### src/rtl/gf_dot_32_pkg.sv
// Shared GF(2^32) definitions: field width, reduction polynomial,
// multiplier latency and the dot-product sequencer state encoding.
package gf_dot_32_pkg;

  localparam int GF32_W = 32;

  // x^32 + x^22 + x^2 + x + 1, low 32 bits
  localparam logic [GF32_W-1:0] GF32_POLY = 32'h0040_0007;

  localparam int GF_MUL_LAT = 4;
  localparam int GF_DOT_MUL_LAT_DEF = 8;

  typedef enum logic [2:0] {
    ST_FLUSH,
    ST_IDLE,
    ST_ISSUE,
    ST_DRAIN,
    ST_DONE
  } dot_state_e;

  function automatic logic [2*GF32_W-2:0] gf32_clmul(
    input logic [GF32_W-1:0] a,
    input logic [GF32_W-1:0] b
  );
    logic [2*GF32_W-2:0] acc;
    acc = '0;
    for (int i = 0; i < GF32_W; i++) begin
      if (b[i]) acc = acc ^ ({{(GF32_W-1){1'b0}}, a} << i);
    end
    return acc;
  endfunction

  function automatic logic [GF32_W-1:0] gf32_reduce(
    input logic [2*GF32_W-2:0] c
  );
    logic [2*GF32_W-2:0] r;
    logic [2*GF32_W-2:0] p;
    r = c;
    p = {{(GF32_W-2){1'b0}}, 1'b1, GF32_POLY};
    for (int i = 2*GF32_W-2; i >= GF32_W; i--) begin
      if (r[i]) r = r ^ (p << (i - GF32_W));
    end
    return r[GF32_W-1:0];
  endfunction

endpackage

### src/rtl/gf_dot_32_mul.sv
// gf_mul_32: 4-stage pipelined GF(2^32) multiplier, one op per cycle.
// No reset: the valid chain can carry stale tokens after power-up.
module gf_mul_32
  import gf_dot_32_pkg::*;
(
  input  logic              i_clk,
  input  logic              i_start,
  input  logic [GF32_W-1:0] i_a,
  input  logic [GF32_W-1:0] i_b,
  output logic [GF32_W-1:0] o_p,
  output logic              o_done
);

  logic                v1_q, v2_q, v3_q, v4_q;
  logic [GF32_W-1:0]   a1_q, b1_q;
  logic [2*GF32_W-2:0] c2_q;
  logic [GF32_W-1:0]   r3_q, p4_q;

  always_ff @(posedge i_clk) begin
    v1_q <= i_start;
    a1_q <= i_a;
    b1_q <= i_b;
    v2_q <= v1_q;
    c2_q <= gf32_clmul(a1_q, b1_q);
    v3_q <= v2_q;
    r3_q <= gf32_reduce(c2_q);
    v4_q <= v3_q;
    p4_q <= r3_q;
  end

  assign o_p    = p4_q;
  assign o_done = v4_q;

endmodule

### src/rtl/gf_dot_32.sv
// GF(2^32) inner-product sequencer: streams operand RAM pairs into
// gf_mul_32 and XOR-accumulates. GF_DOT_32_ACC_INIT_EN adds i_acc_init.
module gf_dot_32
  import gf_dot_32_pkg::*;
#(
  parameter int N_TERMS = 16,
  parameter int ADDR_W  = 4,
  parameter int MUL_LAT = GF_DOT_MUL_LAT_DEF
) (
  input  logic              i_clk,
  input  logic              i_rst,
  input  logic              i_start,
  output logic              o_ready,
  output logic              o_busy,
  output logic              o_rd_en,
  output logic [ADDR_W-1:0] o_addr,
  input  logic [GF32_W-1:0] i_x,
  input  logic [GF32_W-1:0] i_y,
`ifdef GF_DOT_32_ACC_INIT_EN
  input  logic [GF32_W-1:0] i_acc_init,
`endif
  output logic [GF32_W-1:0] o_z,
  output logic              o_done
);

  localparam int RW = $clog2(N_TERMS + 1);
  localparam int FW = $clog2(MUL_LAT + 3);
  localparam logic [ADDR_W-1:0] LAST_ADDR  = ADDR_W'(N_TERMS - 1);
  localparam logic [RW-1:0]     RET_LAST   = RW'(N_TERMS - 1);
  localparam logic [FW-1:0]     FLUSH_LAST = FW'(MUL_LAT + 1);

  dot_state_e        state_q, state_d;
  logic [ADDR_W-1:0] iss_q, iss_d;
  logic [RW-1:0]     ret_q, ret_d;
  logic [FW-1:0]     fl_q, fl_d;
  logic [GF32_W-1:0] acc_q, acc_d;
  logic [GF32_W-1:0] z_q, z_d;
  logic              mstart_q;
  logic [GF32_W-1:0] mul_p;
  logic              mul_done;
  logic [GF32_W-1:0] seed;
  logic              acc_hit;

`ifdef GF_DOT_32_ACC_INIT_EN
  assign seed = i_acc_init;
`else
  assign seed = '0;
`endif

  gf_mul_32 u_mul (
    .i_clk   (i_clk),
    .i_start (mstart_q),
    .i_a     (i_x),
    .i_b     (i_y),
    .o_p     (mul_p),
    .o_done  (mul_done)
  );

  // Products only count while a run is live; flush/idle drop stale tokens
  assign acc_hit = mul_done &&
                   (state_q == ST_ISSUE || state_q == ST_DRAIN);

  always_comb begin
    state_d = state_q;
    iss_d   = iss_q;
    ret_d   = ret_q;
    fl_d    = fl_q;
    acc_d   = acc_q;
    z_d     = z_q;
    if (acc_hit) begin
      acc_d = acc_q ^ mul_p;
      ret_d = ret_q + RW'(1);
    end
    unique case (state_q)
      ST_FLUSH: begin
        fl_d = fl_q + FW'(1);
        if (fl_q == FLUSH_LAST) begin
          fl_d    = '0;
          state_d = ST_IDLE;
        end
      end
      ST_IDLE: begin
        if (i_start) begin
          acc_d   = seed;
          iss_d   = '0;
          ret_d   = '0;
          state_d = ST_ISSUE;
        end
      end
      ST_ISSUE: begin
        if (iss_q == LAST_ADDR) state_d = ST_DRAIN;
        else                    iss_d   = iss_q + ADDR_W'(1);
      end
      ST_DRAIN: begin
        if (acc_hit && ret_q == RET_LAST) begin
          z_d     = acc_d;
          state_d = ST_DONE;
        end
      end
      ST_DONE: state_d = ST_IDLE;
      default: state_d = ST_FLUSH;
    endcase
  end

  always_ff @(posedge i_clk) begin
    if (i_rst) begin
      state_q  <= ST_FLUSH;
      iss_q    <= '0;
      ret_q    <= '0;
      fl_q     <= '0;
      acc_q    <= '0;
      z_q      <= '0;
      mstart_q <= 1'b0;
    end else begin
      state_q  <= state_d;
      iss_q    <= iss_d;
      ret_q    <= ret_d;
      fl_q     <= fl_d;
      acc_q    <= acc_d;
      z_q      <= z_d;
      mstart_q <= o_rd_en;
    end
  end

  assign o_ready = (state_q == ST_IDLE);
  assign o_rd_en = (state_q == ST_ISSUE);
  assign o_busy  = (state_q == ST_ISSUE) || (state_q == ST_DRAIN) ||
                   (state_q == ST_DONE);
  assign o_done  = (state_q == ST_DONE);
  assign o_addr  = iss_q;
  assign o_z     = z_q;

endmodule
### config.mk
export PLATFORM = sky130hd
export DESIGN_NAME = gf_dot_32
export DESIGN_NICKNAME = d
export VERILOG_FILES = /design/src/rtl/gf_dot_32_pkg.sv /design/src/rtl/gf_dot_32_mul.sv /design/src/rtl/gf_dot_32.sv
export SDC_FILE = /design/constraint.sdc
export NUM_CORES = 1
export LEC_CHECK = 0
export ABC_AREA = 1
export CORE_MARGIN = 1.5
export CORE_UTILIZATION = 40
export CTS_CLUSTER_SIZE = 20
export DETAILED_ROUTE_END_ITERATION = 7
export PLACE_DENSITY = 0.67
export RECOVER_POWER = 50
export SYNTH_ARGS = -nofsm -noshare
export SYNTH_HDL_FRONTEND = slang
export SYNTH_SLANG_ARGS = --single-unit
export TNS_END_PERCENT = 5
### constraint.sdc
create_clock -name i_clk -period 2.3 [get_ports i_clk]
set_input_delay 0.575 -clock i_clk [delete_from_list [all_inputs] [get_ports i_clk]]
set_output_delay 0.575 -clock i_clk [all_outputs]
set_load 0.01 [all_outputs]
# Word-level counts from Yosys, hierarchy flattened
# Cells that the tools add are included.
[op_classes]
addsub = 3
n_mux = 78
n_div = 0
shift = 0
magnitude_cmp = 0
n_reduce_logical = 9
n_bitwise = 63
n_mul = 0
n_eq_ne = 12
[op_table]
columns = ["operator", "n"]
rows = [
  ["$mux 63", 31],
  ["$mux 32", 5],
  ["$not 4->4", 31],
  ["$xor 63x33->63", 1],
  ["$xor 63x34->63", 1],
  ["$xor 63x35->63", 1],
  ["$xor 63x36->63", 1],
  ["$xor 63x37->63", 1],
  ["$xor 63x38->63", 1],
  ["$xor 63x39->63", 1],
  ["$xor 63x40->63", 1],
  ["$xor 63x41->63", 1],
  ["$xor 63x42->63", 1],
  ["$xor 63x43->63", 1],
  ["$xor 63x44->63", 1],
  ["$xor 63x45->63", 1],
  ["$xor 63x46->63", 1],
  ["$xor 63x47->63", 1],
  ["$xor 63x48->63", 1],
  ["$xor 63x49->63", 1],
  ["$xor 63x50->63", 1],
  ["$xor 63x51->63", 1],
  ["$xor 63x52->63", 1],
  ["$xor 63x53->63", 1],
  ["other kinds (62)", 77],
]
[totals]
ramBits = 0
n_memories = 0
out_inout_bits = 40
register_bits = 276
latchBits = 0
elab_cells = 181
romBits = 0

# Longest topological paths before layout
# Gate-level depths: netlist of the first run.
[logic_depth]
depth_word = 63
mapped_depth = 17
ltp_nobuf = 17

# By module
# From an unflattened synthesis of the first run, not the netlist that was laid out.
[unflattened]
hier_cells = 3503
hier_area_um2 = 23623.9
[by_module_without_submodules]
columns = ["module", "n_inst", "seq_area_each_um2", "area_per_inst_um2", "cells_each"]
rows = [
  ["gf_mul_32", 1, 3903.7, 20160.6, 3056],
  ["gf_dot_32", 1, 1621.6, 3463.3, 447],
]

# Least setup slack after synthesis of the first run
# No wires, ideal clock.
[synth_timing]
path_type = "flip-flop to flip-flop"
from = "register ret_q[0]"
to = "register z_q[14], in the netlist o_z[14]"
path_slack_ps = 520
n_path_buf = 1
setup_time_ps = 123
path_stages_with_launch = 11
period_less_slack_ps = 1780
arrival_time_ps = 1657
cell_sequence = "dfxtp_1 > ha_1 > nand2_1 > nor2_1 > ha_1 > nand2_4 > a211oi_4 > nand2_2 > inv_4 > buf_4 > a21oi_1"
[synth_between]
elab_chain_cells = 3
[synth_rtl]
columns = ["element", "line", "source"]
rows = [
  ["start, declared", "gf_dot_32.sv:34", "logic [RW-1:0] ret_q, ret_d;"],
  ["start signal, assigned", "gf_dot_32.sv:117", "ret_q <= ret_d;"],
  ["$eq 5x4->1", "gf_dot_32.sv:95", "if (acc_hit && ret_q == RET_LAST) begin"],
  ["$logic_and 1x1->1", "gf_dot_32.sv:95", ""],
  ["$reduce_and 2->1 (no line)", "n/a", ""],
  ["end signal, assigned", "gf_dot_32.sv:120", "z_q <= z_d;"],
  ["end, declared", "gf_dot_32.sv:37", "logic [GF32_W-1:0] z_q, z_d;"],
]
# Every way passes these cells.
# A chain may end at the register's enable or synchronous reset.

# Worst setup path in the final report of the first run
[layout_timing]
from = "register state_q[1]"
to = "output port o_rd_en"
[layout_between]
elab_chain_cells = 1
[layout_rtl]
columns = ["element", "line", "source"]
rows = [
  ["start, declared", "gf_dot_32.sv:32", "dot_state_e state_q, state_d;"],
  ["start signal, assigned", "gf_dot_32.sv:115", "state_q <= state_d;"],
  ["$eq 3x2->1", "gf_dot_32.sv:126", "assign o_rd_en = (state_q == ST_ISSUE);"],
  ["end, declared", "gf_dot_32.sv:15", "output logic o_rd_en,"],
]
# Every way passes these cells.

==> impl_metrics.xml, run 1 <==
<?xml version="1.0" encoding="UTF-8"?>
<metrics>
  <group name="floorplan">
    <metric name="total_die_area" unit="um2">60800</metric>
    <metric name="core_region_area" unit="um2">58800</metric>
    <metric name="floorplan.die.height" unit="um">246</metric>
    <metric name="placement_rows" unit="">89</metric>
    <metric name="floorplan.io_pins" unit="">107</metric>
    <metric name="die_span_in_x" unit="um">246</metric>
    <metric name="floorplan.initialDensity" unit="%">40.3</metric>
  </group>
  <group name="cells_and_area">
    <metric name="nNetsFinal" unit="">3639</metric>
    <metric name="flow.area_growth_from_synthesis" unit="%">15.5</metric>
    <metric name="fraction_of_final_layout_cells_sized_beyond_drive_strength_1" unit="%">7.54</metric>
    <metric name="final_design_area_no_fill" unit="um2">27400</metric>
    <metric name="diodes" unit="">0</metric>
    <metric name="multi_input_comb_area" unit="um2">16100</metric>
    <metric name="filler_cell_count" unit="">5918</metric>
    <metric name="post_layout_nonfiller_instances" unit="">4367</metric>
    <metric name="final-seq-area" unit="um2">5530</metric>
  </group>
  <group name="clock_network">
    <metric name="cts.sinks" unit="">276</metric>
    <metric name="maximum_buffer_depth_of_the_clock_tree" unit="">3</metric>
    <metric name="clkLatencyLatePin" unit="ns">0.62</metric>
    <metric name="cts_tree" unit="">built</metric>
    <metric name="clkSlewWorstSetupHoldPaths" unit="ns">0.06</metric>
    <metric name="ctsRootBufferMaster" unit="">clkbuf_16</metric>
    <metric name="htreeDepth" unit="">1</metric>
    <metric name="cts_setup_buffers" unit="">0</metric>
    <metric name="cts.hold.buffers_added" unit="">0</metric>
    <metric name="numCtsBuffers" unit="">31</metric>
  </group>
  <group name="worst_setup_path">
    <metric name="arrival" unit="ns">1.62</metric>
    <metric name="reg2reg_to" unit="">u_mul.c2_q[42]$_DFF_P_</metric>
    <metric name="timing.critical_path.from" unit="">state_q[1]$_SDFFE_PP0P_</metric>
    <metric name="required" unit="ns">1.73</metric>
    <metric name="worst_r2r_start" unit="">u_mul.b1_q[27]$_DFF_P_</metric>
    <metric name="endpoint_kind" unit="">output pin</metric>
    <metric name="ff2ff_path_depth" unit="">9</metric>
    <metric name="timing.reg2reg.setup_slack" unit="ns">0.11</metric>
    <metric name="setup.worst_path.start_class" unit="">flip-flop</metric>
    <metric name="critical_path_peak_fanout" unit="">4</metric>
    <metric name="worst-setup-path-type" unit="">flip-flop to output pin</metric>
  </group>
  <group name="routing">
    <metric name="drt_wl_total" unit="mm">70.9</metric>
    <metric name="initialDrtViolationCount" unit="">1630</metric>
    <metric name="drc" unit="">0</metric>
    <metric name="drt-pass1-iter-count" unit="">5</metric>
    <metric name="final_ant_viol_nets" unit="">0</metric>
    <metric name="via_count" unit="">21400</metric>
    <metric name="post_drt_via_cell_ratio" unit="">4.89</metric>
    <metric name="post_drt_wl_per_cell" unit="um">16.2</metric>
  </group>
  <group name="yosys">
    <metric name="synth-async-reset-ratio" unit="%">0</metric>
    <metric name="synthesis.instances" unit="">3493</metric>
    <metric name="synthTopCellsByCount" unit="">nand2_1 (1526), xnor2_1 (572), xor2_1 (369)</metric>
    <metric name="synth_cell_types" unit="">42</metric>
    <metric name="most_common_flop_cell_mapped_by_yosys" unit="">dfxtp_1</metric>
    <metric name="synth-edff-count" unit="">0</metric>
    <metric name="yosysSeqAreaShare" unit="%">23.3</metric>
    <metric name="synthTopCellsByArea" unit="">nand2_1 (24%), dfxtp_1 (23%), xnor2_1 (21%)</metric>
    <metric name="yosys.cell_count.top_type" unit="">nand2_1</metric>
    <metric name="postSynthAreaPerCell" unit="um2">6.79</metric>
    <metric name="ys.warnings.count" unit="">0</metric>
    <metric name="synth.net_count" unit="">3563</metric>
    <metric name="synth_largest_type_area_fraction" unit="%">24.2</metric>
    <metric name="ys_seq_elements" unit="">276</metric>
    <metric name="mappedNetlistArea" unit="um2">23700</metric>
    <metric name="synth_largest_area_cell" unit="">nand2_1</metric>
  </group>
  <group name="power">
    <metric name="leakagePower" unit="nW">12.4</metric>
    <metric name="p_per_area" unit="nW/um2">840</metric>
    <metric name="p_total" unit="mW">23.0</metric>
    <metric name="vdd.ir_drop.worst" unit="mV">0.636</metric>
  </group>
  <group name="grt">
    <metric name="residual_overflow_from_global_routing" unit="">0</metric>
    <metric name="grt_pass1_wl" unit="mm">112</metric>
    <metric name="maximum_number_of_pins_on_one_net_before_global_route_repair" unit="">38</metric>
    <metric name="first_global_vias" unit="">20200</metric>
    <metric name="track_usage" unit="%">23.3</metric>
    <metric name="antenna_found_initial" unit="">0</metric>
  </group>
  <group name="timing">
    <metric name="period_share" unit="%">95.2</metric>
    <metric name="max_freq" unit="MHz">457</metric>
    <metric name="period_minus_slack" unit="ns">2.19</metric>
    <metric name="setup-violations-final" unit="">0</metric>
    <metric name="timing.slew.headroom" unit="%">47.6</metric>
    <metric name="clock-skew-final" unit="ns">0.0497</metric>
    <metric name="finalHoldViolCount" unit="">0</metric>
    <metric name="worst-slew-pin-transition" unit="ns">0.781</metric>
    <metric name="grt_setup_unrepaired" unit="">no</metric>
    <metric name="slew_violations" unit="">0</metric>
  </group>
  <group name="placement">
    <metric name="routabilityCongestion" unit="">0.915</metric>
    <metric name="port_buffers" unit="">106</metric>
    <metric name="place.detailed.hpwl" unit="mm">48.2</metric>
    <metric name="placed_cell_area" unit="um2">26400</metric>
    <metric name="placed_cells" unit="">4309</metric>
  </group>
  <group name="run_status">
    <metric name="result_of_the_run" unit="">finished, final reports clean</metric>
  </group>
  <group name="job">
    <metric name="maxCapViolCount" unit="">0</metric>
  </group>
  <group name="min_path">
    <metric name="type_of_the_most_critical_hold_path" unit="">flip-flop to flip-flop</metric>
    <metric name="min_from" unit="">u_mul.r3_q[16]$_DFF_P_</metric>
    <metric name="holdPathStages" unit="">0</metric>
    <metric name="worstHoldEndpoint" unit="">u_mul.o_p[16]$_DFF_P_</metric>
  </group>
</metrics>
-- registers in the layout, indices dropped and copies added, names as in the netlist, 4 cells and up --
register / count
u_mul.c2_q: 63
o_z: 32
u_mul.o_p: 32
o_addr: 4
fl_q: 4
ret_q: 5
u_mul.r3_q: 32
u_mul.b1_q: 32
acc_q: 32
u_mul.a1_q: 32
-- critical path, stage by stage (launching register included) --
cell           delay [ns]
dfxtp_2              0.36
inv_2                0.05
nor2_4               0.09
inv_2                0.05
nor2_2               0.18
dlygate4sd2_1        0.30
-- where the power goes --
group | internal [mW] | switching [mW]
clock | 3.08 | 2.19
sequential | 6.22 | 0.889
combinational | 4.64 | 5.98
-- cell usage in the layout, fill, tap and decap left out, types with 10 or more instances in the layout --
cell type        netlist  layout
a21oi_1               13      13
a21oi_2               26      26
buf_12                 0      57
buf_4                 32      89
clkbuf_16              0      31
clkdlybuf4s50_1        0      38
dfxtp_1              276     272
dlygate4sd3_1          0      64
inv_1                194     194
nand2_1             1526    1526
nand3_1               77      77
nand3b_1              38      38
nor2_1                63      63
o21ai_1               34      33
or2_2                 10      10
xnor2_1              572     579
xnor2_2               14      10
xor2_1               369     373
-- worst max path at each step --
stage / end
detailed placement: u_mul.c2_q[39]$_DFF_P_
global placement: o_z[14]$_SDFFE_PP0P_
global route: u_mul.c2_q[39]$_DFF_P_
finish: o_rd_en
floorplan: o_z[14]$_SDFFE_PP0P_
CTS: o_ready
-- final cells by class --
cell class,count,share of cell area (%)
well taps,773,3.53
flip-flops and latches,276,20.2
clock inverters,22,0.955
clock buffers,36,3.05
inverters,202,2.80
repair buffers,258,10.6
multi-input cells,2800,58.9
-- routing by layer --
metal  vias to the layer above  track usage (%)  part of all wire (%)
met2                       873             40.0                    46
met1                      9739             28.9                    41
met3                       196             3.27                   8.1
li1                      10500                -                     -
met5                         -                0                     0
met4                         0             10.1                   4.3
-- repair_timing --
item	in CTS	in global routing
resized for setup	6	4
pin swaps	0	0
endpoints found under the setup margin	4	2
-- stage by stage --
step / setup slack, ns / hold WS (ns) / setup TNS [ns] / util, %
after floorplan: 0.520 / 0.310 / 0 / -
after global placement: 0.204 / 0.311 / 0 / 45.0
after detailed placement: 0.156 / 0.312 / 0 / 45.0
after CTS: -0.0862 / 0.327 / -0.0862 / 46.8
after global routing: 0.00820 / 0.330 / 0 / 46.6
final: 0.110 / 0.326 / 0 / 46.6
-- logic make-up (layout without fill, tap and decap cells) --
group                    count (synthesis)  in the layout  synth area share (%)
XOR/XNOR                               968            968                  37.0
AND/OR/NAND/NOR                       1741           1741                  29.0
AO/OA/AOI/OAI                           88             88                  2.40
flip-flops                             276            276                  23.3
buffers and inverters                  417            518                  8.17
adder cells (fa/ha/maj)                  3              3                 0.158
No activity file was read; power rests on OpenSTA's default activity.
==> run 2, diff against run 1 <==
- CTS_CLUSTER_SIZE: 20 -> 24
==> results of run 2 <==
The final DEF is identical to that of run 1; final timing and power are the same.
==> run 3, diff against run 2 <==
- CTS_CLUSTER_SIZE: 24 -> not set
==> results of run 3 <==
The final DEF is identical to that of run 1; final timing and power are the same.
